File: src/rtl/nest_setup_ctrl.sv
// ============================================================================
// nest_setup_ctrl : draws PRNG coordinates, places the nest, then FOOD_COUNT food sources
// Revision: 1.0
// ============================================================================
`default_nettype none

module nest_setup_ctrl #(
    parameter int FOOD_COUNT  = 4,
    parameter int MAX_RETRY   = 15,
    parameter int EDGE_MARGIN = 8,
    parameter int X_MAX       = 639,
    parameter int Y_MAX       = 479,
    parameter int X_BITS      = 10,
    parameter int Y_BITS      = 9
) (
    input  logic                  Clk,
    input  logic                  RESET_N,
    input  logic                  start,
    input  logic [X_BITS-1:0]     rand_x,
    input  logic [Y_BITS-1:0]     rand_y,
    output logic                  rand_next,
    output logic                  setup_phase,
    output logic [X_BITS-1:0]     place_x,
    output logic [Y_BITS-1:0]     place_y,
    input  logic                  nest_collision,
    output logic                  nest_set,
    output logic [FOOD_COUNT-1:0] food_set,
    output logic                  done,
    output logic                  fail,
    output logic [7:0]            retries
);

    localparam logic [X_BITS-1:0] X_LO        = X_BITS'(EDGE_MARGIN);
    localparam logic [X_BITS-1:0] X_HI        = X_BITS'(X_MAX - EDGE_MARGIN);
    localparam logic [Y_BITS-1:0] Y_LO        = Y_BITS'(EDGE_MARGIN);
    localparam logic [Y_BITS-1:0] Y_HI        = Y_BITS'(Y_MAX - EDGE_MARGIN);
    localparam logic [3:0]        LAST_IDX    = 4'(FOOD_COUNT - 1);
    localparam logic [7:0]        RETRY_LIMIT = 8'(MAX_RETRY);

    localparam logic [2:0] S_IDLE       = 3'd0;
    localparam logic [2:0] S_NEST_DRAW  = 3'd1;
    localparam logic [2:0] S_NEST_CHECK = 3'd2;
    localparam logic [2:0] S_FOOD_DRAW  = 3'd3;
    localparam logic [2:0] S_FOOD_CHECK = 3'd4;
    localparam logic [2:0] S_DONE       = 3'd5;
    localparam logic [2:0] S_FAIL       = 3'd6;

    logic [2:0] state;
    logic [2:0] next_state;
    logic [3:0] idx;
    logic       in_bounds;
    logic       food_ok;
    logic       retry_exhausted;
    logic       is_draw;
    logic       restart;
    logic [7:0] retries_inc;

    assign in_bounds = (place_x >= X_LO) && (place_x <= X_HI) &&
                       (place_y >= Y_LO) && (place_y <= Y_HI);
    assign food_ok         = in_bounds && !nest_collision;
    assign retries_inc     = retries + 8'd1;
    assign retry_exhausted = (retries_inc == RETRY_LIMIT);
    assign is_draw         = (state == S_NEST_DRAW) || (state == S_FOOD_DRAW);
    assign restart         = start && ((state == S_IDLE) || (state == S_DONE) || (state == S_FAIL));

    always_ff @(posedge Clk or negedge RESET_N) begin
        if (!RESET_N) begin
            state <= S_IDLE;
        end else begin
            state <= next_state;
        end
    end

    always_comb begin
        next_state = state;
        case (state)
            S_IDLE:       if (start) next_state = S_NEST_DRAW;
            S_NEST_DRAW:  next_state = S_NEST_CHECK;
            S_NEST_CHECK: begin
                if (in_bounds)            next_state = S_FOOD_DRAW;
                else if (retry_exhausted) next_state = S_FAIL;
                else                      next_state = S_NEST_DRAW;
            end
            S_FOOD_DRAW:  next_state = S_FOOD_CHECK;
            S_FOOD_CHECK: begin
                if (food_ok)              next_state = (idx == LAST_IDX) ? S_DONE : S_FOOD_DRAW;
                else if (retry_exhausted) next_state = S_FAIL;
                else                      next_state = S_FOOD_DRAW;
            end
            S_DONE, S_FAIL: if (start) next_state = S_NEST_DRAW;
            default:      next_state = S_IDLE;
        endcase
    end

    // Strobes are decoded in the check cycle so the object latches on the edge that ends it.
    always_comb begin
        nest_set = (state == S_NEST_CHECK) && in_bounds;
        food_set = '0;
        for (int i = 0; i < FOOD_COUNT; i++) begin
            food_set[i] = (state == S_FOOD_CHECK) && food_ok && (idx == 4'(i));
        end
    end

    always_ff @(posedge Clk or negedge RESET_N) begin
        if (!RESET_N) begin
            rand_next   <= 1'b0;
            setup_phase <= 1'b0;
            done        <= 1'b0;
            fail        <= 1'b0;
            place_x     <= '0;
            place_y     <= '0;
            retries     <= '0;
            idx         <= '0;
        end else begin
            rand_next   <= is_draw;
            setup_phase <= (next_state == S_NEST_DRAW)  || (next_state == S_NEST_CHECK) ||
                           (next_state == S_FOOD_DRAW)  || (next_state == S_FOOD_CHECK);
            done        <= (next_state == S_DONE);
            fail        <= (next_state == S_FAIL);
            if (is_draw) begin
                place_x <= rand_x;
                place_y <= rand_y;
            end
            if (restart) begin
                retries <= '0;
                idx     <= '0;
            end else if (state == S_NEST_CHECK) begin
                retries <= in_bounds ? 8'd0 : retries_inc;
            end else if (state == S_FOOD_CHECK) begin
                if (food_ok) begin
                    retries <= '0;
                    if (idx != LAST_IDX) idx <= idx + 4'd1;
                end else begin
                    retries <= retries_inc;
                end
            end
        end
    end

endmodule

`default_nettype wire

File: config.mk
export PLATFORM = sky130hd
export DESIGN_NAME = nest_setup_ctrl
export DESIGN_NICKNAME = d
export VERILOG_FILES = /design/src/rtl/nest_setup_ctrl.sv
export SDC_FILE = /design/constraint.sdc
export NUM_CORES = 1
export LEC_CHECK = 0
export ABC_AREA = 0
export CORE_UTILIZATION = 50
export DETAILED_ROUTE_END_ITERATION = 16
export DONT_BUFFER_PORTS = 1
export PLACE_DENSITY = 0.76
export SLEW_MARGIN = 20
export SYNTH_ARGS = -nofsm -noshare
export SYNTH_HDL_FRONTEND = slang
export SYNTH_SLANG_ARGS = --single-unit
export TNS_END_PERCENT = 10
File: constraint.sdc
create_clock -name Clk -period 4.3 [get_ports Clk]
set_input_delay 1.29 -clock Clk [delete_from_list [all_inputs] [get_ports Clk]]
set_output_delay 1.29 -clock Clk [all_outputs]
set_load 0.005 [all_outputs]
==> flow_metrics.py, run 1 <==
metrics = {
    "status": {
        "status": "finished clean",
    },
    "hold_path": {
        "hold_path_class": "reg2reg",
        "worstHoldStart": "place_x[2]",
        "min_delay_path_depth": 1,
        "hold_end": "place_x[2]",
    },
    "clock_tree": {
        "numCtsBuffers": 5,
        "cts_max_level": 2,
        "post_cts_buffers": 0,
        "clock-sinks": 38,
        "clockBufferDepth": 2,
        "postCtsHoldBufs": 0,
        "clock_latency_ns": 0.29,
        "clk_transition_reported_paths_ns": 0.08,
        "root_buffer": "clkbuf_8",
        "cts_tree": "done",
        "cts_resized": 0,
    },
    "drt": {
        "dr_total_vias": 1426,
        "ant_nets": 0,
        "drt_iter0_drc": 138,
        "drc": 0,
        "routedWlPerCell_um": 15.8,
        "vias_per_cell": 5.87,
        "firstDrtPassIters": 4,
        "routed_wl_mm": 3.84,
    },
    "sta": {
        "period_share_pct": 82.0,
        "timing.final.ws_setup_ns": 0.775,
        "slew_headroom_pct": 50.5,
        "max_freq_mhz": 284,
        "setup_viol": 0,
        "tns_ns": 0,
        "holdWs_ns": 0.544,
        "layout_min_cycle_time_ns": 3.53,
        "report.final.slew_viol_count": 0,
        "fin_skew_ns": 0.0114,
        "worst_slew_pin_slew_ns": 0.741,
        "final_hold_viol_count": 0,
        "grt_setup_unrepaired": "no",
    },
    "power": {
        "p_per_area_nw_per_um2": 674,
        "peakVddDrop_v": 0.000393,
        "cellLeakagePower_nw": 0.942,
    },
    "setup_path": {
        "worstPathArrival_ns": 2.24,
        "rrSetupSlack_ns": 1.57,
        "critical_path.top_delay_family": "simple AND/OR/NAND/NOR gates",
        "crit_type": "reg2out",
        "worst_setup_path_start_kind": "flip-flop",
        "reg2reg_from": "retries[0]",
        "path_max_fanout": 7,
        "required_ns": 3.01,
        "crit_chain": "or4_1 > o32a_1 > nand4_1 > nor2_1 > and3_1",
        "reg2regPathDepth": 7,
        "cpMaxStageDelayCell": "or4_1",
        "slowest_delay_ns": 0.52,
        "worst_setup_path_end_kind": "primary output",
        "worstReg2RegEnd": "setup_phase",
        "crit_buf_inv": 0,
    },
    "global_route": {
        "grt_max_degree": 39,
        "track_usage_pct": 18.7,
        "gr-max-usage-layer": "met2",
        "grt_use_met1_pct": 24.8,
        "grt_pass1_vias": 1320,
        "grt_pass1_wl_mm": 6.24,
        "grt_util_met2_pct": 27.7,
        "grt_overflow": 0,
        "antenna_found_initial": 0,
        "grt.met3_usage_pct": 5.99,
    },
    "synthesis": {
        "synth-async-reset-ratio_pct": 100,
        "synth_edf_count": 0,
        "syn_area_um2": 2110,
        "yosysTopAreaCell": "dfrtp_1",
        "synthesis.nets": 221,
        "yosysWarnings": 0,
        "synth_seq_cells": 38,
        "yosysSeqAreaShare_pct": 45.1,
        "synthDistinctLibCells": 58,
        "synthCells": 192,
        "synth-main-ff-cell": "dfrtp_1",
        "synth_top_cell_area_share_pct": 45.1,
        "ys_top_cells_by_area": "dfrtp_1 45%, mux2_2 10%, ha_1 3.6%",
        "avgSynthCellArea_um2": 11.0,
    },
    "layout": {
        "drive_gt1_share_pct": 22.3,
        "fin_area_um2": 2230,
        "syn_to_final_growth_pct": 5.58,
        "n_antenna_cell": 0,
        "num-nets-final": 221,
        "fillers": 351,
        "fin_cells": 243,
    },
    "die": {
        "die-area_um2": 4480,
        "start_util_pct": 52.4,
        "die_w_um": 67.0,
        "design.core.area_um2": 4030,
        "dieHeight_um": 67.0,
        "fp-row-count": 23,
        "pin_count": 59,
    },
    "run": {
        "drv_cap": 0,
    },
    "placement": {
        "portBuffers": 0,
        "place_area_um2": 2120,
        "place_hpwl_mm": 2.74,
        "place_congestion": 0.803,
        "dp.cells": 235,
        "place_ws_ns": 0.899,
    },
}
-- synth_stat cells, types with 4 or more instances --
| cell | n |
|---|---|
| a21oi_1 | 5 |
| clkbuf_1 | 4 |
| dfrtp_1 | 38 |
| ha_1 | 6 |
| inv_1 | 8 |
| mux2_2 | 19 |
| nand2_1 | 12 |
| nand3_1 | 8 |
| nor2_1 | 14 |
| nor3_1 | 5 |
| o21ai_0 | 5 |
| o21bai_1 | 5 |
-- cell usage in the layout, fill, tap and decap left out, types with 2 or more instances in the layout --
master	n
o21ai_0	5
a21o_1	3
clkinv_2	2
inv_1	8
and3_1	3
ha_1	6
nor3_1	5
nor3b_1	2
nand4b_1	2
o21bai_1	5
clkbuf_8	5
mux2_2	19
a21oi_1	5
nand2b_1	2
nand2_1	12
xor2_1	3
nor2_1	14
dfrtp_1	38
xnor2_1	3
a31oi_1	2
and2b_2	2
nand4_1	2
nor4_1	3
nand3_1	8
-- sequential cells by signal, indices dropped and copies added, names as in the netlist --
| name | count |
|---|---|
| done | 1 |
| place_x | 10 |
| setup_phase | 1 |
| rand_next | 1 |
| fail | 1 |
| idx | 4 |
| state | 3 |
| retries | 8 |
| place_y | 9 |
-- power breakdown --
part           leakage [nW]  total [W]  switching (W)  internal, W
registers             0.475   0.000679       0.000186     0.000494
clock network        0.0579   0.000300       0.000129     0.000171
logic                 0.410   0.000523       0.000249     0.000274
-- layout make-up --
type,count,area [µm²],share of cell area [%]
multi-input cells,139,1070,48.3
flip-flops and latches,38,951,42.7
clock buffers,5,68.8,3.09
well taps,50,62.6,2.81
clock inverters,3,40.0,1.80
inverters,8,30.0,1.35
-- worst reg2reg max path: stages, from the launching register on --
cell and delay, ns:
dfrtp_1 0.52, ha_1 0.33, nand3_4 0.12, or4_4 0.58, a2111oi_4 0.39, o2111ai_2 0.23
o32ai_1 0.33, a21boi_1 0.10
-- routing by layer --
metal,up-vias,wire [µm]
li1,699,-
met1,668,1770
met2,52,1740
met3,7,271
met4,0,56
met5,-,0
-- how the worst max path moves through the flow --
stage	startpoint	endpoint	cells past startpoint
after global placement	nest_collision	food_set[2]	4
after detailed placement	nest_collision	food_set[0]	4
after floorplan	nest_collision	food_set[0]	4
after global routing	place_y[3]	food_set[1]	5
final	place_y[3]	food_set[0]	5
after CTS	place_y[3]	food_set[0]	5
-- through the flow --
| step | total power [W] | util, % |
|---|---|---|
| 6_report | 0.00150 | 55.3 |
| 3_5_place_dp | 0.00121 | 52.6 |
| 5_1_grt | 0.00161 | 55.3 |
| 4_1_cts | 0.00151 | 55.3 |
| 2_1_floorplan | 0.00113 | - |
| 3_3_place_gp | 0.00120 | 52.6 |
-- logic make-up (layout without fill, tap and decap cells) --
kind of cell,Yosys count,count (layout),share of synthesized area [%]
AOI/OAI and AO/OA,41,41,16.6
adders and majority gates,6,6,3.56
muxes,20,20,10.6
xor gates and xnor gates,6,6,2.49
and+or+nand+nor,66,66,17.7
buffers and inverters,15,16,3.97
DFF,38,38,45.1
No activity file was read; power rests on OpenSTA's default activity.
==> run 2, diff against run 1 <==
- PLACE_DENSITY: 0.76 -> 0.79
- clock period: 4.3 -> 3.1 ns (I/O delays scaled with it)
==> run 2 against run 1 <==
  * Clock skew decreased by 0.0068 ns
  * Combinational power increased by 43%
  * Count of clock-buffer cells in the layout increased by 2
  * Cell count increased by 1.2%
  * Non-clock buffer count increased by 3
  * Die area unchanged
  * Critical path type unchanged
  * Largest power group unchanged
==> flow_metrics.py, run 2 (same netlist as run 1, synthesis figures left out) <==
metrics = {
    "sta": {
        "report.final.slew_viol_count": 0,
        "setup_viol": 0,
        "grt_setup_unrepaired": "no",
        "tns_ns": 0,
        "slew_headroom_pct": 49.3,
        "layout_min_cycle_time_ns": 3.01,
        "fin_skew_ns": 0.00457,
        "worst_slew_pin_slew_ns": 0.759,
        "period_share_pct": 97.2,
        "max_freq_mhz": 332,
        "final_hold_viol_count": 0,
    },
    "power": {
        "peakVddDrop_v": 0.000521,
        "power.internal_w": 0.00126,
        "p_comb_share_pct": 36.7,
        "cellLeakagePower_nw": 0.945,
        "swShare_pct": 38.3,
        "p_per_area_nw_per_um2": 914,
        "p_clk_share_pct": 17.1,
        "seq_power_share_pct": 46.2,
        "switchingPower_w": 0.000781,
    },
    "die": {
        "design.core.area_um2": 4030,
        "fp-row-count": 23,
        "dieHeight_um": 67.0,
        "die-area_um2": 4480,
        "die_w_um": 67.0,
        "pin_count": 59,
        "start_util_pct": 52.4,
    },
    "global_route": {
        "grt_pass1_wl_mm": 6.36,
        "grt_max_degree": 39,
        "antenna_found_initial": 0,
        "grt_pass1_vias": 1356,
        "track_usage_pct": 19.5,
        "grt_overflow": 0,
    },
    "layout": {
        "post-route-util_pct": 55.4,
        "layout_commonest_cell": "dfrtp_1",
        "most-common-layout-cells": "38 x dfrtp_1, 19 x mux2_2, 14 x nor2_1",
        "regMostFlops": "place_x",
        "num-nets-final": 224,
        "reg_top3": "place_x (10), place_y (9), retries (8)",
        "drive_gt1_share_pct": 23.0,
        "n_antenna_cell": 0,
        "largest_register_ffs": 10,
        "syn_to_final_growth_pct": 5.81,
        "fillers": 349,
    },
    "setup_path": {
        "crit_type": "reg2out",
        "worst_setup_path_start_kind": "flip-flop",
        "required_ns": 2.17,
        "worst_setup_path_end_kind": "primary output",
        "worstPathArrival_ns": 2.08,
        "path_max_fanout": 5,
    },
    "status": {
        "status": "finished clean",
    },
    "placement": {
        "place_congestion": 0.825,
        "place_hpwl_mm": 2.81,
        "portBuffers": 0,
    },
    "clock_tree": {
        "cts_resized": 0,
        "clk_transition_reported_paths_ns": 0.07,
        "cts_max_level": 2,
        "clock-sinks": 38,
        "clock_latency_ns": 0.29,
        "cts_tree": "done",
        "clockBufferDepth": 2,
        "root_buffer": "clkbuf_8",
        "postCtsHoldBufs": 0,
        "numCtsBuffers": 5,
    },
    "drt": {
        "drc": 0,
        "dr_total_vias": 1448,
        "vias_per_cell": 5.89,
        "routed_wl_mm": 4.03,
        "drt_iter0_drc": 82,
        "routedWlPerCell_um": 16.4,
        "firstDrtPassIters": 4,
        "ant_nets": 0,
    },
    "run": {
        "drv_cap": 0,
    },
    "hold_path": {
        "hold_path_class": "in2async",
    },
}
==> run 2: changes by cell type in the layout (fill, tap and decap cells not counted) <==
cell and change:
buf_4 +3, bufinv_16 -1, clkbuf_1 +1, clkinv_2 -1
clkbuf_8 +1
==> run 2: final cells by class <==
cell class                      count  area [µm²]  area share, %
Sequential cell                    38         951           42.6
Clock buffer                        7        86.3           3.87
Clock inverter                      1        5.00          0.224
Inverter                            8        30.0           1.35
Timing Repair Buffer                3        22.5           1.01
Multi-Input combinational cell    139        1070           48.2
Tap cell                           50        62.6           2.80
==> run 2: worst paths after layout <==
path / slack, ns / cells after the start / end / start
hold reg to reg: 0.54 / 1 / place_x[2] / place_x[2]
min in group Clk: 0.54 / 1 / place_x[2] / place_x[2]
max in group asynchronous: 2.67 / 0 / place_y[8] / RESET_N
setup reg to reg: 0.42 / 7 / retries[7] / place_y[6]
setup / recovery: 0.09 / 5 / food_set[2] / place_y[6]
hold / removal: 0.33 / 0 / retries[4] / RESET_N
==> run 2: what timing repair did <==
item	in CTS	in global routing
endpoints found under the hold margin	0	0
endpoints found under the setup margin	0	3
buffers inserted	0	2
==> run 2: worst max-delay path: stages (launching register included) <==
cell and delay, ns:
dfrtp_1 0.43, or4_1 0.51, o32a_1 0.40, nand4_1 0.14
nor2_1 0.09, and3_1 0.22
==> run 2: power by group through the flow <==
stage	logic (W)	clock network [W]	registers (W)
detailed placement	0.000733	0	0.000953
CTS	0.000737	0.000365	0.000944
floorplan	0.000724	0	0.000848
global route	0.000833	0.000380	0.000983
global placement	0.000708	0	0.000947
finish	0.000749	0.000348	0.000943
==> run 2: layer usage <==
layer	GRT usage [%]	vias up	routed length, µm
met2	30.2	51	1850
met4	8.78	0	59
met5	0	-	0
met1	23.9	683	1820
met3	7.19	6	292
li1	-	708	-
==> run 2: metrics by stage <==
step	cells	power, W	setup slack [ns]	cell area [µm²]	hold slack (ns)
floorplan	192	0.00157	0.429	2110	0.505
global placement	236	0.00166	0.373	2130	0.522
detailed placement	236	0.00169	0.350	2130	0.522
CTS	244	0.00205	0.0330	2220	0.315
global route	246	0.00220	0.000921	2230	0.312
finish	246	0.00204	0.0872	2230	0.329
==> RTL edit, RTL diff (config.mk and constraints of run 1) <==
The parameter `FOOD_COUNT` goes from 4 to 3.
--- a/src/rtl/nest_setup_ctrl.sv
+++ b/src/rtl/nest_setup_ctrl.sv
@@ -5,7 +5,7 @@
 `default_nettype none
 
 module nest_setup_ctrl #(
-    parameter int FOOD_COUNT  = 4,
+    parameter int FOOD_COUNT  = 3,
     parameter int MAX_RETRY   = 15,
     parameter int EDGE_MARGIN = 8,
     parameter int X_MAX       = 639,
Interface: changed (resized food_set); port bits go from 59 to 58. The function was not compared with the original's and may differ.
==> RTL edit against run 1 <==
Highest routed layer unchanged. Setup slack better by 0.085 ns. Sequential cell count stayed put. Total power is 6.8% lower. Critical path depth is 1 higher. Wire length is 2.1% higher. Die area is 6.0% lower. Largest power group unchanged. Register-to-register slack better by 0.42 ns. Synthesized area is 6.2% lower. Final area is 5.3% lower.
==> RTL edit: results (changes against run 1) <==
| Metric | Value |
|---|---|
| Status | `finished clean (unchanged)` |
| Cell types with the highest counts after synthesis | `sky130_fd_sc_hd__dfrtp_1, sky130_fd_sc_hd__mux2_2, sky130_fd_sc_hd__nor2_1, sky130_fd_sc_hd__nand2_1 (unchanged)` |
| Detailed route wirelength on metal3 | `337 um (was 271 um)` |
| Power attributed to the clock group | `254 uW (was 300 uW)` |
| Placed wire-length estimate after detailed placement | `2890 um (was 2740 um)` |
| Post-Route WL | `3920 um (was 3840 um)` |
| Count of antenna diodes in the layout | `0 (unchanged)` |
| Count of routing violations after the opening detailed-route iteration | `129 (was 138)` |
| Fraction of layout instances using a drive strength above 1 | `17.5% (was 22.3%)` |
| Leak | `0.905 nW (was 0.942 nW)` |
| Worst slack at placement | `1.04 ns (was 0.899 ns)` |
| Number of detailed-route iterations in the first pass | `4 (unchanged)` |
| Clock tree root buffer cell | `sky130_fd_sc_hd__clkbuf_8 (unchanged)` |
| M3 GR Usage | `7.57% (was 5.99%)` |
| Slew @ Worst Pin | `0.445 ns (was 0.741 ns)` |
| Maximum number of pins on one net before global-route repair | `39 (unchanged)` |
| Global-route wire length before repair | `6780 um (was 6240 um)` |
| Maximum VDD drop | `391 uV (was 393 uV)` |
| Total net switching power | `535 uW (was 563 uW)` |
| Via count of the first global-routing pass | `1455 (was 1320)` |
| Critical path fanouts, max | `8 (was 7)` |
| Top sig layer | `met4 (unchanged)` |
| CP Data Arrival Time | `2.15 ns (was 2.24 ns)` |
| Via Count | `1444 (was 1426)` |
| WL met1 | `1600 um (was 1770 um)` |
| Length of routed met2 wiring | `1920 um (was 1740 um)` |
| Number of buffers created by CTS | `5 (unchanged)` |
| Post-Route Skew | `0.00632 ns (was 0.0114 ns)` |
| Number of filler instances in the final layout | `336 (was 351)` |
| Count of different cell masters after synthesis | `42 (was 58)` |
| Delay of the slowest cell on the worst path | `roughly 0.5 ns` |
| Min-Delay Startpoint | `place_y[0]$_DFFE_PN0P_ (was place_x[2]$_DFFE_PN0P_)` |
| Reg2Reg Launch Point | `place_x[8]$_DFFE_PN0P_ (was retries[0]$_DFFE_PN0P_)` |
| Logic gate share of total power | `35.1% (was 34.8%)` |
| Met2 track demand over resource in global routing | `35.0% (was 27.7%)` |
| Routability Congestion | `0.886 (was 0.803)` |
| Largest cells by area after synthesis | `sky130_fd_sc_hd__dfrtp_1, sky130_fd_sc_hd__mux2_2, sky130_fd_sc_hd__ha_1 (unchanged)` |
| Post-synthesis sequential area ratio | `48.0% (was 45.1%)` |
| Count of H-tree levels built during CTS | `2 (unchanged)` |
| Met1 usage in global routing | `25.0% (was 24.8%)` |
| Global-route usage over all layers | `21.3% (was 18.7%)` |
| Count of yosys warnings during synthesis | `0 (unchanged)` |
[RTL edit: area by class of cell]
cell class | count | area (sq um) | share of cell area (%)
tap | 48 | 60.1 | 2.85
sequential | 38 | 951 | 45.1
timing repair buffer | 1 | 7.51 | 0.356
inverter | 6 | 22.5 | 1.07
clock buffer | 6 | 82.6 | 3.92
clock inverter | 2 | 12.5 | 0.593
multi-input combinational | 141 | 972 | 46.1
[RTL edit: cell families (layout without fill, tap and decap cells)]
group	Yosys count	count (layout)	share of synthesized area [%]
AOI/OAI and AO/OA	34	34	11.3
xor gates and xnor gates	5	5	2.21
adders and majority gates	6	6	3.79
buffers and inverters	13	15	2.84
DFF	38	38	48.0
muxes	19	19	10.8
and+or+nand+nor	77	77	21.0
[RTL edit: metrics by stage]
stage / instances / area [sq um] / power [mW] / hold slack [ns] / utilization [%]
finish: 242 / 2110 / 1.40 / 0.544 / 56.7
global route: 242 / 2110 / 1.51 / 0.563 / 56.7
CTS: 242 / 2110 / 1.41 / 0.548 / 56.7
detailed placement: 234 / 2010 / 1.16 / 0.531 / 54.2
global placement: 234 / 2010 / 1.12 / 0.527 / 54.2
floorplan: 192 / 1980 / 1.05 / 0.505 / -
[RTL edit: worst paths after layout]
path / cells past startpoint / endpoint / slack, ns
setup / recovery: 6 / food_set[1] / 0.86
hold / removal: 1 / place_y[0]$_DFFE_PN0P_ / 0.54
setup reg to reg: 6 / retries[7]$_DFFE_PN0P_ / 1.99
hold reg to reg: 1 / place_y[0]$_DFFE_PN0P_ / 0.54
max in group asynchronous: 0 / place_x[2]$_DFFE_PN0P_ / 3.53
min in group asynchronous: 0 / retries[2]$_DFFE_PN0P_ / 0.69
[RTL edit: critical path: cells and delay by family, from the launching register on]
kind | cells | cell delay, ns
DFF | 1 | 0.41
and+or+nand+nor | 6 | 1.46
